===== config.mk =====
export PLATFORM = sky130hd
export DESIGN_NAME = decoder_scan_ctrl
export DESIGN_NICKNAME = d
export VERILOG_FILES = /design/src/rtl/decoder_scan_ctrl_pkg.sv /design/src/rtl/decoder_scan_ctrl_bin2onehot.sv /design/src/rtl/decoder_scan_ctrl.sv
export SDC_FILE = /design/constraint.sdc
export NUM_CORES = 1
export LEC_CHECK = 0
export CORE_ASPECT_RATIO = 1.4
export CORE_MARGIN = 2
export CORE_UTILIZATION = 58
export DETAILED_ROUTE_END_ITERATION = 8
export PLACE_DENSITY = 0.94
export SLEW_MARGIN = 20
export SYNTH_ARGS = -nofsm -noshare
export SYNTH_HDL_FRONTEND = slang
export SYNTH_SLANG_ARGS = --single-unit

===== constraint.sdc =====
create_clock -name clk -period 7.2 [get_ports clk]
set_input_delay 1.44 -clock clk [delete_from_list [all_inputs] [get_ports clk]]
set_output_delay 1.44 -clock clk [all_outputs]
set_load 0.01 [all_outputs]

===== src/rtl/decoder_scan_ctrl_pkg.sv =====
// Shared types and helpers for the decoder scan controller: FSM states,
// default geometry and the set-bit search used to step through the channel mask.
package decoder_scan_ctrl_pkg;

  localparam int K_DEF       = 6;
  localparam int DWELL_W_DEF = 8;
  localparam int MAX_K       = 8;

  typedef enum logic [1:0] {
    ST_IDLE   = 2'd0,
    ST_ACTIVE = 2'd1,
    ST_FINISH = 2'd2
  } state_e;

  // Lowest set bit of m strictly above cur among the low 2**k bits; -1 if none.
  // Pass cur = -1 to search from the bottom.
  function automatic int next_set_bit(input logic [2**MAX_K-1:0] m, input int k, input int cur);
    int r;
    r = -1;
    for (int i = 2**MAX_K-1; i >= 0; i--) begin
      if ((i < (1 << k)) && m[i] && (i > cur)) r = i;
    end
    return r;
  endfunction

endpackage


===== src/rtl/decoder_scan_ctrl_bin2onehot.sv =====
// Binary index to one-hot decoder with an enable; output is all-zero when disabled.
module bin2onehot #(
  parameter int K = 6
) (
  input  logic           en,
  input  logic [K-1:0]   idx,
  output logic [2**K-1:0] onehot
);

  always_comb begin
    onehot = '0;
    if (en) onehot[idx] = 1'b1;
  end

endmodule


===== src/rtl/decoder_scan_ctrl.sv =====
// Scans the enabled channels of a captured mask, holding each for dwell+1 cycles
// and driving a one-hot select bus that is only live while the scan is active.
module decoder_scan_ctrl
  import decoder_scan_ctrl_pkg::*;
#(
  parameter int K       = K_DEF,
  parameter int DWELL_W = DWELL_W_DEF
) (
  input  logic               clk,
  input  logic               rst_n,
  input  logic               start,
  input  logic               stop,
  input  logic               loop_en,
  input  logic [2**K-1:0]    mask,
  input  logic [DWELL_W-1:0] dwell,
  output logic               busy,
  output logic               done,
  output logic               ch_strobe,
  output logic [K-1:0]       sel_idx,
  output logic [2**K-1:0]    io_out
);

  localparam int N = 2**K;

  state_e              state;
  logic [N-1:0]        mask_q;
  logic [DWELL_W-1:0]  dwell_q;
  logic [DWELL_W-1:0]  cnt;
  logic                loop_q;

  logic [2**MAX_K-1:0] mask_in_ext;
  logic [2**MAX_K-1:0] mask_q_ext;
  int                  first_in;
  int                  first_q;
  int                  next_q;

  // The first channel comes from the live mask so ACTIVE starts one cycle after start.
  always_comb begin
    mask_in_ext          = '0;
    mask_in_ext[N-1:0]   = mask;
    mask_q_ext           = '0;
    mask_q_ext[N-1:0]    = mask_q;
    first_in = next_set_bit(mask_in_ext, K, -1);
    first_q  = next_set_bit(mask_q_ext, K, -1);
    next_q   = next_set_bit(mask_q_ext, K, int'(sel_idx));
  end

  always_ff @(posedge clk or negedge rst_n) begin
    if (!rst_n) begin
      state     <= ST_IDLE;
      busy      <= 1'b0;
      done      <= 1'b0;
      ch_strobe <= 1'b0;
      sel_idx   <= '0;
      mask_q    <= '0;
      dwell_q   <= '0;
      loop_q    <= 1'b0;
      cnt       <= '0;
    end else begin
      done      <= 1'b0;
      ch_strobe <= 1'b0;
      case (state)
        ST_IDLE: begin
          if (start) begin
            mask_q  <= mask;
            dwell_q <= dwell;
            loop_q  <= loop_en;
            if (first_in < 0) begin
              state <= ST_FINISH;
              done  <= 1'b1;
            end else begin
              state     <= ST_ACTIVE;
              busy      <= 1'b1;
              ch_strobe <= 1'b1;
              sel_idx   <= K'(first_in);
              cnt       <= dwell;
            end
          end
        end
        ST_ACTIVE: begin
          // Abort wins over dwell expiry; sel_idx is left where it was.
          if (stop) begin
            state <= ST_IDLE;
            busy  <= 1'b0;
          end else if (cnt != '0) begin
            cnt <= cnt - DWELL_W'(1);
          end else if (next_q >= 0) begin
            sel_idx   <= K'(next_q);
            cnt       <= dwell_q;
            ch_strobe <= 1'b1;
          end else if (loop_q) begin
            sel_idx   <= K'(first_q);
            cnt       <= dwell_q;
            ch_strobe <= 1'b1;
          end else begin
            state <= ST_FINISH;
            busy  <= 1'b0;
            done  <= 1'b1;
          end
        end
        ST_FINISH: state <= ST_IDLE;
        default:   state <= ST_IDLE;
      endcase
    end
  end

  bin2onehot #(.K(K)) u_dec (
    .en     (busy),
    .idx    (sel_idx),
    .onehot (io_out)
  );

endmodule

==> impl_results.md <==
- Outcome: complete, no violations
- Post-Place Setup Slack: 3.00 ns
- Worst Tran Pin Value: 1.05 ns
- Std-Cell Rows: 49
- Hold depth: 1
- Final WS setup: 2.95 ns
- Fin util: 0.732
- H-tree levels: 3
- Final net count: 1179
- Largest net degree at the start of global routing: 92
- Yosys warns: 0
- Cell mode on critical path: nor2_1
- Port buffer count: 149
- Crit path DAT: 2.81 ns
- Vias in the first global route: 8406
- Crit-path slowest cell: nor2_1
- Worst Reg2Reg Path Length in Cells: 10
- Max cap viols: 0
- Met2 Use GR: 0.628
- Post-synth EDFFs: 0
- I/O pin cnt: 150
- Worst-skew pair later-pin latency: 0.34 ns
- Final WL: 27600 um
- Root buffer cell: clkbuf_16
- Gr usage total: 0.389
- Pleak: 3.48 nW
- Met1 Use GR: 0.479
- CTS tree: yes
- CTS sink count: 92
- Footprint of the multi-input gates: 4920 sq um
- Synth Flop Type: dfrtp_1
- Post-route ant nets: 0
- Final setup fails: 0
- Post-route DRC: 0
- Drt via density: 7.09
- RSZ-0062 raised after global routing: false
- Global-route wire length before repair: 43500 um
- Initial cell density of the core: 0.593
- Drt pass-1 iters: 8
- Worst clock skew: 0.00669 ns
- Gr ovfl total: 0
- Crit Path Max Fanout: 37
- Cells after synthesis: 978
- Number of buffers created by CTS: 9
- Die area: 14100 sq um
- Post-synth top area share: 0.301
- Busiest grt layer: met2
- Area of the mapped netlist: 7640 sq um
- Syn_area_per_cell: 7.81 sq um
- Commonest cells after routing, fill and taps aside: nor2_1, clkdlybuf4s50_1, dfrtp_1
- CP max stage delay: 0.63 ns
- Final Hold Fails: 0
- Layout fillers: 965
- Layout area overhead: 23.3%
- Dominant cell type by area after synthesis: dfrtp_1
- CTS clk-pin slew, worst paths: 0.06 ns
- Nature of the critical path endpoint: primary output
- Chip Height: 140 um
- Initial DRC count: 1154
- Initial antenna violation count: 0
- Worst min-delay path category: reg -> reg
- Layout cell share with drive strength beyond 1: 0.102
- Cell family with most CP delay: simple AND/OR/NAND/NOR gates
- Die Wd: 101 um
- Worst vdd ir: 0.244 mV
- FF+latch area: 2300 sq um
- Cell Pwr Density: 317 nW/um^2
- Worst-path cell chain: buf_4, nor2_1, nand3_1, nor2_1, clkdlybuf4s50_1
- # Post-CTS Setup Buffers: 0
- Setup TNS: 0 ns
- Fin cells: 1256
- Hold Buf Count CTS: 0
- Final HPWL DP: 20400 um
- WL/cell: 22.0 um
- Instance count on the critical path: 5
- Synthesized flop and latch total: 92
- GPL Wtd Cong: 1.02
- Mapped Nets: 1057
- N_diodes: 0
- Vias: 8911
- Commonest non-fill, non-tap cell in the layout: nor2_1
- M3 GR Usage: 0.0568
- Post-CTS Resized: 0
- Max-slew violation count: 0
- Period utilization: 0.591
- Buffers & Inverters on Critical Path: 2
- Placed cells: 1242
- Sequential fraction of the synthesis area: 0.301
- Final worst path period need: 4.25 ns
- Core area: 12900 sq um
- Slew Limit Headroom: 0.297
- Highest clock rate: 235 MHz
- Setup crit start kind: flop
- Crit Path Class: reg -> out
- Async set-reset flop share out of synthesis: 1.00
- Worst EP required: 5.76 ns
- Top post-synthesis cells by area: dfrtp_1, mux2_2, nor2_1, o21ai_0, nand2_1
- Longest Clk Path Bufs: 2
- Synth unique cells: 81
## final timing paths
path                            slack (ns)         end       start
max in group asynchronous             5.05      cnt[1]       rst_n
min in group asynchronous             0.97  mask_q[50]       rst_n
worst max register to register        3.08  sel_idx[0]  sel_idx[3]
worst min-delay path                  0.50  dwell_q[7]  dwell_q[7]
worst min register to register        0.50  dwell_q[7]  dwell_q[7]
worst max-delay path                  2.95  io_out[17]  sel_idx[2]
## routing by layer
| metal | up-vias | wire length, um | part of all wire |
|---|---|---|---|
| li1 | 3894 | - | - |
| met1 | 4127 | 9760 | 0.35 |
| met2 | 724 | 13100 | 0.47 |
| met3 | 166 | 2820 | 0.10 |
| met4 | 0 | 1970 | 0.071 |
| met5 | - | 0 | 0 |
## stage by stage
| step | hold slack, ns | instance area [sq um] | total power, W |
|---|---|---|---|
| 6_report | 0.501 | 9420 | 0.00299 |
| 5_1_grt | 0.521 | 9420 | 0.00313 |
| 4_1_cts | 0.505 | 9420 | 0.00292 |
| 3_3_place_gp | 0.484 | 9110 | 0.00238 |
| 3_5_place_dp | 0.491 | 9110 | 0.00241 |
| 2_1_floorplan | 0.474 | 7640 | 0.00194 |
## synthesized netlist by cell type, drive strengths merged (4+ instances only)
| library cell | number |
|---|---|
| nor3 | 31 |
| or4 | 6 |
| nor4 | 33 |
| o21a | 12 |
| o21ai | 90 |
| and3 | 5 |
| o31ai | 14 |
| a22oi | 4 |
| a31oi | 25 |
| and2 | 5 |
| o21bai | 6 |
| inv | 38 |
| nand2 | 93 |
| o221ai | 4 |
| o2111ai | 5 |
| a21o | 6 |
| dfrtp | 92 |
| a2bb2oi | 7 |
| buf | 24 |
| nand4 | 18 |
| o41ai | 4 |
| a21oi | 52 |
| mux2 | 63 |
| a211oi | 9 |
| nand3 | 34 |
| nand2b | 9 |
| clkbuf | 23 |
| nor4b | 4 |
| nor2 | 150 |
| o211ai | 15 |
| or3 | 8 |
| o311ai | 6 |
| nor2b | 16 |
| a32oi | 4 |
## registers in the layout, summed over array words and instances, names as in the netlist
register,flops
busy,1
ch_strobe,1
cnt,8
done,1
dwell_q,8
loop_q,1
mask_q,64
sel_idx,6
state,2
## kinds of logic after synthesis
logic type               share of synthesized area
buffers and inverters                       0.0560
flip-flops                                   0.301
AND/OR/NAND/NOR                              0.272
adder cells (fa/ha/maj)                    0.00327
XOR/XNOR                                   0.00573
multiplexers                                0.0984
AO/OA/AOI/OAI                                0.263
## final cells by class
cell class,count,area share
clock buffer,10,0.0254
clock inverter,4,0.00784
inverter,38,0.0151
multi-input combinational,801,0.522
sequential,92,0.244
tap,153,0.0203
timing repair buffer,158,0.165
## power breakdown
group          internal, W  switching (W)
logic             0.000619       0.000991
registers         0.000646       0.000229
clock network     0.000310       0.000191
No activity file was read; power rests on OpenSTA's default activity.
